<file path="config.mk">
export PLATFORM = sky130hd
export DESIGN_NAME = mmio_uart_tx
export DESIGN_NICKNAME = d
export VERILOG_FILES = /design/src/rtl/mmio_uart_tx.sv
export SDC_FILE = /design/constraint.sdc
export NUM_CORES = 1
export LEC_CHECK = 0
export ABC_AREA = 1
export CAP_MARGIN = 30
export CORE_MARGIN = 3
export CORE_UTILIZATION = 30
export CTS_CLUSTER_SIZE = 25
export DETAILED_ROUTE_END_ITERATION = 6
export PLACE_DENSITY = 0.65
export SLEW_MARGIN = 25
export SYNTH_ARGS = -nofsm -noshare
export SYNTH_HDL_FRONTEND = slang
export SYNTH_SLANG_ARGS = --single-unit
</file>
<file path="constraint.sdc">
create_clock -name clk -period 1.8 [get_ports clk]
set_input_delay 0.36 -clock clk [delete_from_list [all_inputs] [get_ports clk]]
set_output_delay 0.36 -clock clk [all_outputs]
set_load 0.01 [all_outputs]
</file>
<file path="src/rtl/mmio_uart_tx.sv">
// ----------------------------------------------------------------------------
// mmio_uart_tx
//   Memory-mapped 8N1 UART transmitter sitting on the core's data bus.
//   Bytes written to TXDATA are queued in a small FIFO. The serialiser pulls
//   them one at a time and shifts them out LSB first on tx. Register reads are
//   combinational, so a single-cycle core can finish a lw in one cycle. The
//   top level uses hit to choose between RAM and this block for data_from_mem.
//
//   Register window (8 bytes at BASE_ADDR; address_to_mem[1:0] ignored):
//     +0 TXDATA  W: push data_to_mem[7:0]      R: 0
//     +4 STATUS  R: [0] full, [1] empty, [2] busy, [3] overflow (sticky),
//                   [15:8] FIFO occupancy
//                W: data_to_mem[3]=1 clears overflow
//
// Ports
//   clk             in   1   clock
//   reset           in   1   synchronous, active-high
//   WE              in   1   bus write enable
//   address_to_mem  in   32  bus address
//   data_to_mem     in   32  bus write data
//   data_from_mem   out  32  read data (0 when hit=0)
//   hit             out  1   address falls inside the register window
//   tx              out  1   serial line, idle high (registered)
// ----------------------------------------------------------------------------
module mmio_uart_tx #(
    parameter logic [31:0] BASE_ADDR    = 32'hFFFF_0000,
    parameter int          CLKS_PER_BIT = 4,
    parameter int          FIFO_DEPTH   = 4
) (
    input  logic        clk,
    input  logic        reset,
    input  logic        WE,
    input  logic [31:0] address_to_mem,
    input  logic [31:0] data_to_mem,
    output logic [31:0] data_from_mem,
    output logic        hit,
    output logic        tx
);

    localparam int PTR_W = $clog2(FIFO_DEPTH);
    localparam int CNT_W = PTR_W + 1;
    localparam int CLK_W = $clog2(CLKS_PER_BIT);

    localparam logic [CNT_W-1:0] DEPTH_C  = CNT_W'(FIFO_DEPTH);
    localparam logic [CLK_W-1:0] CLK_LAST = CLK_W'(CLKS_PER_BIT - 1);

    typedef enum logic [1:0] {
        S_IDLE,
        S_START,
        S_DATA,
        S_STOP
    } state_t;

    // FIFO storage and control
    logic [7:0]       r_mem [FIFO_DEPTH];
    logic [PTR_W-1:0] r_wr_ptr;
    logic [PTR_W-1:0] r_rd_ptr;
    logic [CNT_W-1:0] r_count;
    logic             r_overflow;

    // Serialiser
    state_t           r_state;
    logic [CLK_W-1:0] r_clk_cnt;
    logic [2:0]       r_bit_cnt;
    logic [7:0]       r_shift;
    logic             r_tx;

    // Bus decode and handshake wires
    logic        w_hit;
    logic        w_sel_status;
    logic        w_push_req;
    logic        w_ctrl_wr;
    logic        w_full;
    logic        w_empty;
    logic        w_pop;
    logic        w_push;
    logic        w_drop;
    logic        w_ovf_clr;
    logic        w_bit_end;
    logic [31:0] w_status;
    logic        w_unused_bits;

    assign w_hit        = (address_to_mem[31:3] == BASE_ADDR[31:3]);
    assign w_sel_status = address_to_mem[2];
    assign w_push_req   = w_hit & WE & ~w_sel_status;
    assign w_ctrl_wr    = w_hit & WE &  w_sel_status;

    assign w_full    = (r_count == DEPTH_C);
    assign w_empty   = (r_count == '0);
    assign w_pop     = (r_state == S_IDLE) & ~w_empty;
    // A full FIFO still accepts a byte when the head leaves on the same edge.
    assign w_push    = w_push_req & (~w_full | w_pop);
    assign w_drop    = w_push_req & ~w_push;
    assign w_ovf_clr = w_ctrl_wr & data_to_mem[3];
    assign w_bit_end = (r_clk_cnt == CLK_LAST);

    // Only the low byte of write data and address bits [31:2] are decoded.
    assign w_unused_bits = ^{data_to_mem[31:8], address_to_mem[1:0]};

    always_comb begin
        w_status       = 32'h0;
        w_status[0]    = w_full;
        w_status[1]    = w_empty;
        w_status[2]    = (r_state != S_IDLE);
        w_status[3]    = r_overflow;
        w_status[15:8] = 8'(r_count);
    end

    assign hit           = w_hit;
    assign data_from_mem = (w_hit & w_sel_status) ? w_status : 32'h0;
    assign tx            = r_tx;

    // FIFO data array: no reset, contents are only meaningful below r_count.
    always_ff @(posedge clk) begin
        if (w_push) begin
            r_mem[r_wr_ptr] <= data_to_mem[7:0];
        end
    end

    // FIFO pointers, occupancy and sticky overflow flag
    always_ff @(posedge clk) begin
        if (reset) begin
            r_wr_ptr   <= '0;
            r_rd_ptr   <= '0;
            r_count    <= '0;
            r_overflow <= 1'b0;
        end else begin
            if (w_push) begin
                r_wr_ptr <= r_wr_ptr + PTR_W'(1);
            end
            if (w_pop) begin
                r_rd_ptr <= r_rd_ptr + PTR_W'(1);
            end
            case ({w_push, w_pop})
                2'b10:   r_count <= r_count + CNT_W'(1);
                2'b01:   r_count <= r_count - CNT_W'(1);
                default: r_count <= r_count;
            endcase
            // A dropped byte on the same edge as a clear leaves the flag set.
            if (w_drop) begin
                r_overflow <= 1'b1;
            end else if (w_ovf_clr) begin
                r_overflow <= 1'b0;
            end
        end
    end

    // Shift register: loaded on pop, shifted at the end of every data bit.
    always_ff @(posedge clk) begin
        if (w_pop) begin
            r_shift <= r_mem[r_rd_ptr];
        end else if ((r_state == S_DATA) && w_bit_end) begin
            r_shift <= {1'b0, r_shift[7:1]};
        end
    end

    // Frame sequencer with registered tx
    always_ff @(posedge clk) begin
        if (reset) begin
            r_state   <= S_IDLE;
            r_tx      <= 1'b1;
            r_clk_cnt <= '0;
            r_bit_cnt <= '0;
        end else begin
            case (r_state)
                S_IDLE: begin
                    r_tx      <= 1'b1;
                    r_clk_cnt <= '0;
                    r_bit_cnt <= '0;
                    if (w_pop) begin
                        r_state <= S_START;
                        r_tx    <= 1'b0;
                    end
                end
                S_START: begin
                    if (w_bit_end) begin
                        r_clk_cnt <= '0;
                        r_state   <= S_DATA;
                        r_tx      <= r_shift[0];
                    end else begin
                        r_clk_cnt <= r_clk_cnt + CLK_W'(1);
                    end
                end
                S_DATA: begin
                    if (w_bit_end) begin
                        r_clk_cnt <= '0;
                        if (r_bit_cnt == 3'd7) begin
                            r_bit_cnt <= '0;
                            r_state   <= S_STOP;
                            r_tx      <= 1'b1;
                        end else begin
                            r_bit_cnt <= r_bit_cnt + 3'd1;
                            // r_shift[0] is the bit on the line; [1] is next.
                            r_tx      <= r_shift[1];
                        end
                    end else begin
                        r_clk_cnt <= r_clk_cnt + CLK_W'(1);
                    end
                end
                S_STOP: begin
                    if (w_bit_end) begin
                        r_clk_cnt <= '0;
                        r_state   <= S_IDLE;
                    end else begin
                        r_clk_cnt <= r_clk_cnt + CLK_W'(1);
                    end
                end
                default: begin
                    r_state   <= S_IDLE;
                    r_tx      <= 1'b1;
                    r_clk_cnt <= '0;
                    r_bit_cnt <= '0;
                end
            endcase
        end
    end

endmodule

</file>
==> flow_metrics.env, run 1 <==
export IMPL_outcome="completed"
export IMPL_ys_seq_elements=58
export IMPL_htree_levels=3
export IMPL_ant_nets=0
export IMPL_cp_required_ns=1.44
export IMPL_crit_path_start="address_to_mem[5]"
export IMPL_numPortBuffers=49
export IMPL_critPathKind="input port to primary output"
export IMPL_grt_max_degree=18
export IMPL_ys_types=26
export IMPL_final_layout_size_suffix_gt1_share_pct=25.1
export IMPL_clock_latency_ns=0.33
export IMPL_place_inst=506
export IMPL_power_density_nw_per_um2=1290
export IMPL_post_synth_cell_area_avg_um2=9.16
export IMPL_seqCellArea_um2=1560
export IMPL_worst_setup_path_start_kind="input port"
export IMPL_grt_usage_pct=11.3
export IMPL_n_antenna_cell=0
export IMPL_multi_input_area_um2=1150
export IMPL_p_comb_share_pct=36.0
export IMPL_cp_data_arrival_time_ns=1.38
export IMPL_globalplace_congestion=0.752
export IMPL_period_minus_slack_ns=1.74
export IMPL_routed_via_density=4.18
export IMPL_die_area_um2=10800
export IMPL_p_sw_share_pct=34.4
export IMPL_clock_sinks=58
export IMPL_path_clk_slew_ns=0.06
export IMPL_intPower_mw=3.16
export IMPL_slowest_stage="and2_4"
export IMPL_switchingPower_mw=1.66
export IMPL_synth_area_leader_cell="edfxtp_1"
export IMPL_fin_cells=523
export IMPL_slowest_delay_ns=0.19
export IMPL_dpl_cell_area_um2=3560
export IMPL_synth_common_cells="nor2_1, edfxtp_1, nand2_1"
export IMPL_synth_most_common_cell="nor2_1"
export IMPL_dpl_hpwl_um=4510
export IMPL_drc=0
export IMPL_synth_edff_count=40
export IMPL_final_max_slew_viol_count=0
export IMPL_ios=101
export IMPL_post_route_period_util_pct=96.9
export IMPL_drt_pass1_iter_count=4
export IMPL_setup_violations_final=0
export IMPL_rr_startpoint="r_count[1]"
export IMPL_p_leak_nw=1.56
export IMPL_root_buffer="clkbuf_8"
export IMPL_synth_top_area_share_pct=41.7
export IMPL_synth_flop_cell="edfxtp_1"
export IMPL_cts_max_path_buffers=2
export IMPL_final_hold_viol_count=0
export IMPL_netlist_area_um2=2880
export IMPL_fmax_mhz=573
export IMPL_num_rows=35
export IMPL_hold_start="r_clk_cnt[0]"
export IMPL_synth_seq_area_share_pct=54.3
export IMPL_final_nets=469
export IMPL_vias=2184
export IMPL_grt_pass1_vias=2068
export IMPL_areaGrowthSynthToFinish_pct=29.7
export IMPL_syn_inst=314
export IMPL_hold_path_class="flop to flop"
export IMPL_crit_top_cell="nor2_1"
export IMPL_grt_pass1_wl_um=9760
export IMPL_start_util_pct=31.0
export IMPL_synth_area_top_cells="edfxtp_1, dfxtp_1, nor2_1"
export IMPL_fin_area_um2=3730
export IMPL_die_w_um=104
export IMPL_p_total_mw=4.82
export IMPL_die_y_um=104
export IMPL_wl_um=6070
export IMPL_core_um2=9280
export IMPL_cts_tree="done"
export IMPL_power_frac_clock_pct=26.4
export IMPL_drtIter0Drc=80
export IMPL_antenna_found_initial=0
export IMPL_numCtsBuffers=9
export IMPL_crit_path_cell_trace="clkdlybuf4s15_1 > nor2_1 > nand3_1 > nor2_2 > and2_4 > nand2_8 > nor2_1 > buf_2"
export IMPL_gr_total_overflow=0
export IMPL_clock_skew_ns=0.00902
export IMPL_p_seq_share_pct=37.6
export IMPL_drv_cap=0
export IMPL_worstPathMaxFanout=8
export IMPL_ys_async_sr_fraction_pct=0
export IMPL_yosys_warnings=0
export IMPL_dp_slack_ns=-0.656
export IMPL_cp_end_kind="primary output"
export IMPL_routedWlPerCell_um=11.6
export IMPL_vdd_drop_max_uv=660
export IMPL_setup_total_negative_slack_ns=0
export IMPL_timing_final_ws_setup_ns=0.0563
export IMPL_nFillCells=922
-- logic make-up after synthesis --
kind of cell	Yosys count	share of synthesized area (%)
and+or+nand+nor	123	17.9
buffers and inverters	67	12.3
DFF	58	54.3
AOI/OAI and AO/OA	51	9.22
adders and majority gates	13	5.91
muxes	1	0.348
other	1	0.130
-- flip-flops by register name (all words and copies together) (netlist names), named ones only --
name        count
r_wr_ptr        2
tx              1
r_shift         8
r_clk_cnt       2
r_state         2
r_count         3
r_overflow      1
r_mem          32
r_bit_cnt       3
r_rd_ptr        2
-- layout by cell type, fill, tap and decap left out, types with 2 or more instances in the layout --
| master | netlist | routed |
|---|---|---|
| edfxtp_1 | 40 | 40 |
| clkbuf_1 | 1 | 2 |
| nand2_2 | 3 | 4 |
| ha_1 | 12 | 11 |
| bufinv_16 | 0 | 2 |
| nor2_2 | 2 | 6 |
| nand2_1 | 34 | 32 |
| nand3_1 | 5 | 4 |
| nor2_1 | 72 | 64 |
| inv_1 | 32 | 30 |
| nand3_2 | 2 | 2 |
| nor2_4 | 1 | 5 |
| buf_6 | 0 | 4 |
| buf_2 | 4 | 5 |
| clkdlybuf4s15_1 | 0 | 4 |
| clkbuf_8 | 0 | 9 |
| o21ai_0 | 26 | 26 |
| a31oi_1 | 7 | 7 |
| inv_2 | 4 | 6 |
| clkbuf_2 | 0 | 25 |
| buf_4 | 25 | 20 |
| clkdlybuf4s50_1 | 0 | 11 |
| a21oi_1 | 17 | 16 |
| dfxtp_1 | 18 | 18 |
| conb_1 | 1 | 25 |
| clkinvlp_4 | 0 | 2 |
-- per-layer routing --
metal / routed length [um] / GRT usage (%) / vias to the layer above
met5: 0 / 0 / -
met4: 119 / 5.60 / 0
met3: 288 / 2.73 / 10
met2: 3100 / 19.0 / 61
met1: 2570 / 13.5 / 986
li1: - / - / 1127
-- power by group through the flow --
stage	Sequential, mW	Clock (mW)	Combinational [mW]
floorplan	1.82	0	1.14
finish	1.81	1.27	1.74
CTS	1.82	1.30	1.64
detailed placement	1.84	0	1.64
global route	1.84	1.37	1.99
global placement	1.83	0	1.62
-- area by class of cell --
type | instances | share of cell area, %
Inverter | 37 | 3.79
Tap cell | 129 | 4.32
Sequential cell | 58 | 41.8
Multi-Input combinational cell | 213 | 30.8
Timing Repair Buffer | 70 | 13.6
Clock inverter | 5 | 2.11
Clock buffer | 11 | 3.52
-- critical path, delay by kind of cell --
family | cells | cell delay (ns)
and+or+nand+nor | 6 | 0.73
buffers and inverters | 2 | 0.30
-- repair_timing --
item / in CTS / in global routing
hold buffers: 0 / 0
gates resized for setup: 70 / 76
buffers inserted: 1 / 0
endpoints found under the setup margin: 42 / 42
pin swaps: 26 / 34
-- worst paths after layout --
check,slack (ns),cells past startpoint,to
min reg2reg,0.42,1,r_clk_cnt[0]
min,0.42,1,r_clk_cnt[0]
max,0.06,8,data_from_mem[10]
max reg2reg,0.16,11,r_count[2]
-- stage by stage --
stage | util [%] | hold WS [ns]
detailed placement | 38.3 | 0.415
CTS | 40.0 | 0.424
floorplan | - | 0.397
global route | 40.2 | 0.447
finish | 40.2 | 0.420
global placement | 38.3 | 0.407
(Power assumes the default switching activity.)
==> run 2: changes to the inputs <==
--- a/config.mk
+++ b/config.mk
@@ -8,10 +8,10 @@
 export ABC_AREA = 1
 export CAP_MARGIN = 30
 export CORE_MARGIN = 3
-export CORE_UTILIZATION = 30
+export CORE_UTILIZATION = 41
 export CTS_CLUSTER_SIZE = 25
 export DETAILED_ROUTE_END_ITERATION = 6
-export PLACE_DENSITY = 0.65
+export PLACE_DENSITY = 0.78
 export SLEW_MARGIN = 25
 export SYNTH_ARGS = -nofsm -noshare
 export SYNTH_HDL_FRONTEND = slang
==> run 2 against run 1 <==
Utilization up 15 points. Maximum frequency down 0.62%. Sequential power about the same. Global-route usage up 4.0 points. Clock skew down 0.0018 ns. Die area down 25%. Combinational power down 5%. Critical path type unchanged.
==> flow_metrics.env, run 2 (synthesized netlist as in run 1, its figures left out) <==
export IMPL_cts_max_path_buffers=2
export IMPL_core_um2=6570
export IMPL_die_y_um=89.8
export IMPL_final_nets=466
export IMPL_grt_pass1_wl_um=9850
export IMPL_ios=101
export IMPL_vias=2200
export IMPL_grt_max_degree=18
export IMPL_final_max_slew_viol_count=0
export IMPL_cts_tree="done"
export IMPL_final_layout_size_suffix_gt1_share_pct=22.3
export IMPL_timing_final_ws_setup_ns=0.0453
export IMPL_dp_slack_ns=-0.657
export IMPL_largest_reg_flops=32
export IMPL_ant_nets=0
export IMPL_worst_setup_path_start_kind="input port"
export IMPL_p_leak_nw=1.54
export IMPL_die_area_um2=8060
export IMPL_clock_sinks=58
export IMPL_wl_um=5970
export IMPL_htree_levels=3
export IMPL_cp_required_ns=1.44
export IMPL_top_register="r_mem"
export IMPL_start_util_pct=43.8
export IMPL_critPathKind="input port to primary output"
export IMPL_clock_latency_ns=0.32
export IMPL_numCtsBuffers=9
export IMPL_timing_hold_ws_ns=0.418
export IMPL_routedWlPerCell_um=12.4
export IMPL_layout_common_cells="nor2_1, edfxtp_1, nand2_1, inv_1, o21ai_0"
export IMPL_final_hold_viol_count=0
export IMPL_power_density_nw_per_um2=1290
export IMPL_fmax_mhz=570
export IMPL_routed_via_density=4.55
export IMPL_clock_skew_ns=0.00719
export IMPL_path_clk_slew_ns=0.06
export IMPL_num_rows=29
export IMPL_dpl_hpwl_um=4570
export IMPL_layout_commonest_cell="nor2_1"
export IMPL_drt_pass1_iter_count=4
export IMPL_drc=0
export IMPL_root_buffer="clkbuf_8"
export IMPL_vdd_drop_max_uv=803
export IMPL_cp_end_kind="primary output"
export IMPL_die_w_um=89.8
export IMPL_top_regs="r_mem x32, r_shift x8"
export IMPL_dpl_cell_area_um2=3500
export IMPL_grt_usage_pct=15.3
export IMPL_period_minus_slack_ns=1.75
export IMPL_drtIter0Drc=79
export IMPL_fin_util_pct=55.3
export IMPL_post_route_period_util_pct=97.5
export IMPL_numPortBuffers=49
export IMPL_fin_area_um2=3630
export IMPL_n_antenna_cell=0
export IMPL_gr_total_overflow=0
export IMPL_setup_violations_final=0
export IMPL_grt_pass1_vias=2119
export IMPL_drv_cap=0
export IMPL_globalplace_congestion=0.814
export IMPL_worstPathMaxFanout=8
export IMPL_antenna_found_initial=0
export IMPL_hold_path_class="flop to flop"
export IMPL_areaGrowthSynthToFinish_pct=26.3
export IMPL_outcome="completed"
export IMPL_cp_data_arrival_time_ns=1.39
## run 2: changes by cell type in the layout (fill, tap and decap cells not counted), sizes merged
cell	before	now
clkinvlp	2	0
buf	29	28
clkdlybuf4s15	4	7
clkbuf	36	31
clkinv	1	2
## run 2: timing repair
item | 4_1_cts | 5_1_grt
endpoints found under the setup margin | 42 | 40
pin swaps | 27 | 26
cloned | 0 | 0
resized for setup | 73 | 63
setup buffers | 0 | 0
hold buffers | 0 | 0
## run 2: where the power goes
group | switching (mW) | internal, mW
Clock | 0.460 | 0.763
Combinational | 1.03 | 0.620
Sequential | 0.118 | 1.72
Total | 1.60 | 3.10
## run 2: layer usage
layer / part of all wire, % / up-vias / track usage (%)
met2: 52 / 66 / 27.5
met4: 1.9 / 0 / 6.00
met1: 40 / 1005 / 17.1
met5: 0 / - / 0
li1: - / 1119 / -
met3: 5.5 / 10 / 4.34
## run 2: through the flow
stage,setup TNS (ns),power (mW),cells
after detailed placement,-21.41,3.46,468
final,0,4.70,483
after CTS,0,4.69,483
after floorplan,0,2.96,338
after global routing,-0.0994,5.03,483
after global placement,-19.51,3.39,468
## run 2: cell type report
cell class | instances | area [um2]
clock buffer | 11 | 131
clock inverter | 4 | 67.6
fill | 568 | 2930
inverter | 37 | 141
multi-input combinational | 213 | 1120
sequential | 58 | 1560
tap | 93 | 116
timing repair buffer | 67 | 498
## run 2: final timing paths
kind | slack, ns | from | cells after the start | end
setup reg to reg | 0.12 | r_count[2] | 11 | r_count[2]
setup / recovery | 0.05 | address_to_mem[16] | 9 | data_from_mem[0]
hold / removal | 0.42 | r_clk_cnt[0] | 1 | r_clk_cnt[0]
hold reg to reg | 0.42 | r_clk_cnt[0] | 1 | r_clk_cnt[0]
## run 2: critical path, cell delays in order
cell and delay (ns):
clkdlybuf4s15_1 0.16, nand2_1 0.05, nor2_1 0.11, nand2_1 0.07, nor2_2 0.12, and2_4 0.20
nand2_8 0.09, nor2_2 0.11, buf_2 0.13
